<file path="config.mk">
export PLATFORM = sky130hd
export DESIGN_NAME = ws2812_chain_scheduler
export DESIGN_NICKNAME = d
export VERILOG_FILES = /design/src/rtl/ws2812_chain_scheduler.sv
export SDC_FILE = /design/constraint.sdc
export NUM_CORES = 1
export LEC_CHECK = 0
export ABC_AREA = 0
export CAP_MARGIN = 25
export CORE_MARGIN = 2
export CORE_UTILIZATION = 30
export DETAILED_ROUTE_END_ITERATION = 16
export GPL_ROUTABILITY_DRIVEN = 1
export PLACE_DENSITY = 0.53
export RECOVER_POWER = 50
export SLEW_MARGIN = 20
export SYNTH_ARGS = -nofsm -noshare
export SYNTH_HDL_FRONTEND = slang
export SYNTH_SLANG_ARGS = --single-unit
</file>
<file path="constraint.sdc">
create_clock -name clk -period 4.05 [get_ports clk]
set_input_delay 0.81 -clock clk [delete_from_list [all_inputs] [get_ports clk]]
set_output_delay 0.81 -clock clk [all_outputs]
set_load 0.03 [all_outputs]
</file>
<file path="src/rtl/ws2812_chain_scheduler.sv">
// Frame scheduler for a WS2812 daisy-chain: buffers one GRB word per LED and
// streams them to a bit serializer, then enforces the latch gap between frames.
module ws2812_chain_scheduler #(
    parameter int NUM_LEDS       = 8,
    parameter int RESET_CYCLES   = 2500,
    parameter int REFRESH_CYCLES = 2_500_000,
    localparam int AW            = (NUM_LEDS > 1) ? $clog2(NUM_LEDS) : 1
) (
    input  logic          clk,
    input  logic          rst,
    input  logic          wr_en,
    input  logic [AW-1:0] wr_addr,
    input  logic [23:0]   wr_data,
    input  logic          commit,
    output logic          pix_valid,
    output logic [23:0]   pix_data,
    output logic          pix_last,
    input  logic          pix_ready,
    input  logic          ser_idle,
    output logic          busy,
    output logic          frame_done,
    output logic [1:0]    dbg_state
);

    // Handshake: a pixel moves when pix_valid && pix_ready at a rising edge;
    // while pix_valid is high and pix_ready low, pix_data/pix_last are held.
    typedef enum logic [1:0] {
        IDLE   = 2'd0,
        STREAM = 2'd1,
        DRAIN  = 2'd2,
        LATCH  = 2'd3
    } state_t;

    localparam logic [AW-1:0] LAST_IDX     = AW'(NUM_LEDS - 1);
    localparam logic [AW:0]   NUM_LEDS_W   = (AW + 1)'(NUM_LEDS);
    localparam logic [31:0]   RESET_LAST   = 32'(RESET_CYCLES - 1);
    localparam logic [31:0]   REFRESH_LAST = (REFRESH_CYCLES == 0) ? 32'd0 : 32'(REFRESH_CYCLES - 1);

    state_t        state_q, state_d;
    logic [AW-1:0] idx_q, idx_d;
    logic          pix_valid_q, pix_valid_d;
    logic [23:0]   pix_data_q, pix_data_d;
    logic          pix_last_q, pix_last_d;
    logic          busy_q, busy_d;
    logic          frame_done_q, frame_done_d;
    logic          pending_q, pending_d;
    logic [31:0]   refresh_q, refresh_d;
    logic [31:0]   gap_q, gap_d;
    logic [23:0]   store_q [NUM_LEDS];
    logic [23:0]   store_d [NUM_LEDS];

    logic [AW-1:0] idx_next;
    logic          wr_in_range;
    logic          refresh_hit;
    logic          start;

    assign idx_next    = idx_q + AW'(1);
    assign wr_in_range = ({1'b0, wr_addr} < NUM_LEDS_W);
    assign refresh_hit = (REFRESH_CYCLES != 0) && (refresh_q == REFRESH_LAST);

    always_comb begin
        state_d      = state_q;
        idx_d        = idx_q;
        pix_valid_d  = pix_valid_q;
        pix_data_d   = pix_data_q;
        pix_last_d   = pix_last_q;
        frame_done_d = 1'b0;
        pending_d    = pending_q;
        refresh_d    = refresh_q;
        gap_d        = gap_q;
        store_d      = store_q;
        start        = 1'b0;

        // Loads below read store_q, so a same-cycle write lands in the next frame.
        if (wr_en && wr_in_range) begin
            store_d[wr_addr] = wr_data;
        end

        case (state_q)
            IDLE: begin
                // The frame_done cycle is not a start slot: frames are separated
                // by at least one plain idle cycle.
                start = !frame_done_q && (pending_q || commit || refresh_hit);
                if (start) begin
                    idx_d       = '0;
                    pix_data_d  = store_q[0];
                    pix_valid_d = 1'b1;
                    pix_last_d  = (NUM_LEDS == 1);
                    state_d     = STREAM;
                end else if (refresh_q != REFRESH_LAST) begin
                    refresh_d = refresh_q + 32'd1;
                end
            end
            STREAM: begin
                if (pix_valid_q && pix_ready) begin
                    if (idx_q == LAST_IDX) begin
                        pix_valid_d = 1'b0;
                        pix_last_d  = 1'b0;
                        state_d     = DRAIN;
                    end else begin
                        idx_d      = idx_next;
                        pix_data_d = store_q[idx_next];
                        pix_last_d = (idx_next == LAST_IDX);
                    end
                end
            end
            DRAIN: begin
                if (ser_idle) begin
                    gap_d   = '0;
                    state_d = LATCH;
                end
            end
            LATCH: begin
                if (gap_q == RESET_LAST) begin
                    state_d      = IDLE;
                    frame_done_d = 1'b1;
                    refresh_d    = '0;
                end else begin
                    gap_d = gap_q + 32'd1;
                end
            end
            default: state_d = IDLE;
        endcase

        if (start) begin
            pending_d = 1'b0;
        end else if (commit) begin
            pending_d = 1'b1;
        end

        busy_d = (state_d != IDLE);
    end

    always_ff @(posedge clk) begin
        if (rst) begin
            state_q      <= IDLE;
            idx_q        <= '0;
            pix_valid_q  <= 1'b0;
            pix_data_q   <= '0;
            pix_last_q   <= 1'b0;
            busy_q       <= 1'b0;
            frame_done_q <= 1'b0;
            pending_q    <= 1'b0;
            refresh_q    <= '0;
            gap_q        <= '0;
            for (int i = 0; i < NUM_LEDS; i++) begin
                store_q[i] <= '0;
            end
        end else begin
            state_q      <= state_d;
            idx_q        <= idx_d;
            pix_valid_q  <= pix_valid_d;
            pix_data_q   <= pix_data_d;
            pix_last_q   <= pix_last_d;
            busy_q       <= busy_d;
            frame_done_q <= frame_done_d;
            pending_q    <= pending_d;
            refresh_q    <= refresh_d;
            gap_q        <= gap_d;
            store_q      <= store_d;
        end
    end

    assign pix_valid  = pix_valid_q;
    assign pix_data   = pix_data_q;
    assign pix_last   = pix_last_q;
    assign busy       = busy_q;
    assign frame_done = frame_done_q;
    assign dbg_state  = state_q;

endmodule
</file>
==> results.json, run 1 <==
{
  "syn_avg_cell_area_um2": 8.34,
  "final_hold_viol_count": 0,
  "grt_pass1_wl_um": 61400,
  "path_clk_slew_ps": 60,
  "synth_edf_count": 0,
  "clockBufferDepth": 3,
  "finalSetupTns_ps": 0,
  "status": "finished with violations",
  "numCtsBuffers": 31,
  "cp-end-kind": "flip-flop",
  "setup_viol": 0,
  "grt_max_degree": 229,
  "p_per_area_nw_per_um2": 406,
  "layout.nets": 1590,
  "synthesis.nets": 1598,
  "grt_usage_pct": 17.3,
  "peakVddDrop_mv": 0.272,
  "slew-limit-headroom_pct": -88.3,
  "r2r.worst_path.cells": 7,
  "root_buffer": "clkbuf_16",
  "period_minus_slack_ps": 2900,
  "dp.final_hpwl_um": 22900,
  "first_pass_iters": 5,
  "hold_path_class": "flip-flop to flip-flop",
  "fp-row-count": 76,
  "layout.cells.most_common_list": "nand2_1, dfxtp_1, a21oi_1, nor2_1, clkdlybuf4s50_1",
  "grt_setup_unrepaired": "false",
  "vias": 11000,
  "io_pins": 63,
  "final_max_slew_viol_count": 229,
  "placed_cells": 2104,
  "finalWeightedCongestion": 0.772,
  "fin_area_um2": 15000,
  "drive_above_1_share_pct": 11.3,
  "drv_cap": 1,
  "final_common_cell": "nand2_1",
  "drt_iter0_drc": 922,
  "total_power_mw": 6.10,
  "critical_path_class": "flip-flop to flip-flop",
  "timing.final.crit_share_pct": 71.5,
  "postCtsSetupBuffers": 0,
  "cellLeakagePower_nw": 4.69,
  "ant_nets": 0,
  "syn-cell-area_um2": 13000,
  "grt.overflow.total": 0,
  "placed_area_um2": 14000,
  "synth_warnings": 0,
  "drt-vias-per-instance": 5.09,
  "syn_inst": 1560,
  "violations": "max-capacitance violations, max-slew violations",
  "area_growth_pct": 15.3,
  "async_reset_ff_share_pct": 0,
  "wl_per_cell_um": 18.0,
  "first_global_vias": 10600,
  "layoutNonFillerInstCount": 2165,
  "fp.dieW_um": 212,
  "drcViolationCount": 0,
  "tightest_slew_ps": 2820,
  "ys_seq_area_share_pct": 44.6,
  "worstSkewPairLatency_ps": 580,
  "initial_utilization_pct": 30.3,
  "ys_ff_latch": 290,
  "synth_ff_type": "dfxtp_1",
  "arrival_ps": 3370,
  "postCtsHoldBufs": 0,
  "yosysUniqueCellTypes": 64,
  "die_h_um": 212,
  "cts_sinks": 290,
  "fin_skew_ps": 11.1,
  "cts_tree": "done",
  "cts_resized": 0,
  "clock.fmax_ghz": 0.345,
  "core_area_um2": 43000,
  "dieArea_um2": 45100,
  "cp_max_fo": 15,
  "port_buffers": 62,
  "grt_antenna_before_repair": 6,
  "fillers": 4497,
  "htree_levels": 1,
  "drt-total-wl_um": 38900,
  "cp-start-kind": "flip-flop",
  "worstPathRequired_ps": 4520,
  "hold_depth": 2
}
[path summary, 6_finish.rpt]
kind	slack [ps]	endpoint	from
hold / removal	450	store_q[78]	store_q[78]
hold reg to reg	450	store_q[78]	store_q[78]
setup reg to reg	1150	refresh_q[24]	dbg_state[0]
setup / recovery	1150	refresh_q[24]	dbg_state[0]
[cells by family (layout without fill, tap and decap cells)]
logic type	count (synthesis)	in the layout	synth area share [%]
DFF	290	290	44.6
adders and majority gates	5	5	0.481
other	0	5	0
and+or+nand+nor	677	677	22.3
muxes	51	51	8.54
xor gates and xnor gates	25	25	1.68
AOI/OAI and AO/OA	369	369	17.3
buffers and inverters	143	158	5.10
[report_power, final]
part | leakage, nW | switching, mW | total [mW] | internal [mW]
combinational | 1.85 | 0.282 | 0.422 | 0.140
sequential | 2.34 | 0.0298 | 2.93 | 2.90
clock | 0.497 | 1.21 | 2.74 | 1.54
[per-stage QoR]
stage,hold slack (ps),setup WS (ps),util (%)
4_1_cts,454,1240,34.9
3_5_place_dp,445,867,32.7
3_3_place_gp,439,969,32.7
2_1_floorplan,433,1120,-
5_1_grt,464,828,34.9
6_report,454,1150,34.9
[registers in the layout (all words and copies together), names as in the netlist]
name,cells
busy,1
dbg_state,2
frame_done,1
gap_q,32
idx_q,3
pending_q,1
pix_data,24
pix_last,1
pix_valid,1
refresh_q,32
store_q,192
[layout make-up]
cell class / instances / area (um^2) / share of cell area (%)
well taps: 585 / 732 / 4.88
clock buffers: 41 / 893 / 5.96
diodes: 5 / 12.5 / 0.0834
inverters: 11 / 41.3 / 0.275
repair buffers: 91 / 841 / 5.61
multi-input cells: 1127 / 6590 / 43.9
clock inverters: 15 / 81.3 / 0.542
flip-flops and latches: 290 / 5810 / 38.7
[critical path, stage by stage, from the launching register on]
cell,delay (ps)
dfxtp_1,620
nor4b_1,300
nand4_1,140
nor3_1,220
clkbuf_1,530
a21o_1,580
a21boi_0,180
o21a_1,210
[synthesized netlist by cell type, types with 6 or more instances]
cell / n / area (um^2)
a311oi_1: 12 / 105
inv_1: 10 / 37.5
buf_1: 9 / 33.8
xnor2_1: 9 / 78.8
nand4_1: 21 / 131
dfxtp_1: 290 / 5810
nand3_1: 23 / 115
nor2_1: 67 / 251
a21oi_1: 271 / 1360
clkbuf_2: 21 / 105
a31oi_1: 9 / 56.3
nand2_1: 482 / 1810
nor4_1: 7 / 43.8
mux4_2: 48 / 1080
xor2_1: 16 / 140
and4_1: 7 / 61.3
a41oi_1: 8 / 70.1
clkbuf_1: 81 / 304
nor3_1: 16 / 80.1
nand2b_1: 6 / 37.5
o2bb2ai_2: 19 / 285
buf_2: 9 / 45.0
or3_1: 12 / 75.1
o21ai_0: 22 / 110
[routing by layer]
layer | wire [um] | track usage, % | vias to the layer above
met3 | 2320 | 3.31 | 59
met1 | 17500 | 23.0 | 5301
met4 | 812 | 4.03 | 4
li1 | - | - | 5364
met2 | 18200 | 29.1 | 298
met5 | 28 | 0 | -
Note: power is estimated with default switching activity, not from simulation.
==> run 2: changes to the inputs <==
PLACE_DENSITY = 0.55   (was 0.53)
clock period = 2.5 ns   (was 4.05 ns; I/O delays follow)
==> results.json, run 2 (synthesized netlist as in run 1, its figures left out) <==
{
  "drcViolationCount": 0,
  "cts_tree": "done",
  "grt_usage_pct": 16.8,
  "fp-row-count": 76,
  "drive_above_1_share_pct": 12.2,
  "grt_setup_unrepaired": "false",
  "grt_antenna_before_repair": 5,
  "largest_reg_flops": 192,
  "ant_nets": 0,
  "drt_iter0_drc": 831,
  "p_per_area_nw_per_um2": 650,
  "postCtsSetupBuffers": 0,
  "regMostFlops": "store_q",
  "cp-start-kind": "flip-flop",
  "layout.nets": 1618,
  "critical_path_class": "flip-flop to flip-flop",
  "numCtsBuffers": 31,
  "grt.overflow.total": 0,
  "final_core_util_pct": 35.6,
  "drt-total-wl_um": 38300,
  "root_buffer": "clkbuf_16",
  "grt_max_degree": 229,
  "wl_per_cell_um": 17.5,
  "peakVddDrop_mv": 0.522,
  "slowest_delay_ps": 540,
  "worstPathRequired_ps": 2970,
  "die_h_um": 212,
  "clock.fmax_ghz": 0.416,
  "worst_path_dominant_cell_family": "simple AND/OR/NAND/NOR gates",
  "initial_utilization_pct": 30.3,
  "cp_max_fo": 18,
  "fin_skew_ps": 14.8,
  "vias": 11100,
  "final_common_cell": "nand2_1",
  "reg_top3": "store_q (192), gap_q (32), refresh_q (32)",
  "status": "complete, no violations",
  "port_buffers": 62,
  "fp.dieW_um": 212,
  "path_cells": "or4_4 > nor4_4 > a21oi_2 > buf_4 > a21oi_4 > buf_12 > a21oi_1 > a211oi_1",
  "whs_ps": 411,
  "hold_path_class": "input pin to flip-flop",
  "fin_area_um2": 15300,
  "clockBufferDepth": 3,
  "tightest_slew_ps": 1160,
  "arrival_ps": 2880,
  "setup_viol": 0,
  "drv_cap": 0,
  "slew-limit-headroom_pct": 22.8,
  "layout.cells.most_common_list": "nand2_1, dfxtp_1, a21oi_1, nor2_1, clkdlybuf4s50_1",
  "drt-vias-per-instance": 5.08,
  "cts_sinks": 290,
  "dp.final_hpwl_um": 22800,
  "htree_levels": 1,
  "period_minus_slack_ps": 2400,
  "cp-end-kind": "flip-flop",
  "placed_area_um2": 14400,
  "first_global_vias": 10600,
  "core_area_um2": 43000,
  "area_growth_pct": 17.6,
  "finalWeightedCongestion": 0.813,
  "final_max_slew_viol_count": 0,
  "grt_pass1_wl_um": 59700,
  "path_clk_slew_ps": 60,
  "timing.final.crit_share_pct": 96.1,
  "cellLeakagePower_nw": 4.84,
  "slowest_stage": "or4_4",
  "worstSkewPairLatency_ps": 580,
  "final_hold_viol_count": 0,
  "path_buf_inv": 2,
  "dieArea_um2": 45100,
  "io_pins": 63,
  "first_pass_iters": 5
}
==> run 2: cell types whose count changed in the layout (fill, tap and decap cells not counted), sizes merged <==
cell,previous run,this run
diode,5,3
bufinv,0,1
clkinv,13,4
clkdlybuf4s50,61,59
clkinvlp,1,0
dlygate4sd3,0,2
buf,27,49
clkbuf,44,57
inv,12,13
==> run 2: tightest hold or removal path, stage by stage <==
cell,delay [ps]
buf_6,80
inv_1,180
nand2_1,140
nor2_1,40
==> run 2: path summary, 6_finish.rpt <==
kind | start | to | slack, ps | depth (start not counted)
setup / recovery | refresh_q[19] | refresh_q[22] | 100 | 8
hold / removal | rst | dbg_state[1] | 410 | 4
setup reg to reg | refresh_q[19] | refresh_q[22] | 100 | 8
hold reg to reg | store_q[147] | store_q[147] | 450 | 2
==> run 2: stage by stage <==
step | power (mW) | setup WS (ps) | TNS (ps) | cells
6_report | 9.94 | 97.7 | 0 | 2190
5_1_grt | 10.3 | 1.62 | 0 | 2187
4_1_cts | 10.0 | 113 | 0 | 2187
3_5_place_dp | 5.56 | -9.72 | -9.72 | 2132
3_3_place_gp | 5.55 | -17.6 | -17.6 | 2132
2_1_floorplan | 5.31 | 67.9 | 0 | 1560
==> run 2: final cells by class <==
cell class | count | area, um^2
Timing Repair Buffer | 119 | 1160
Clock buffer | 48 | 900
Antenna cell | 3 | 7.51
Clock inverter | 7 | 70.1
Fill cell | 4451 | 27700
Multi-Input combinational cell | 1127 | 6590
Tap cell | 585 | 732
Sequential cell | 290 | 5810
Inverter | 11 | 41.3
==> run 2: power by group <==
part	internal (mW)	leakage (nW)	switching (mW)
sequential	4.70	2.34	0.0447
clock	2.56	0.479	1.93
combinational	0.250	2.02	0.458
==> run 2: what timing repair did <==
item / 4_1_cts / 5_1_grt
hold buffers: 0 / 0
endpoints found under the setup margin: 0 / 1
gates resized for setup: 0 / 1
==> run 2: per-layer routing <==
layer | share of wire (%) | track usage (%) | vias to the layer above
li1 | - | - | 5423
met5 | 0.031 | 0 | -
met4 | 2.2 | 3.93 | 2
met2 | 49 | 29.3 | 233
met3 | 4.9 | 3.04 | 58
met1 | 44 | 21.4 | 5420
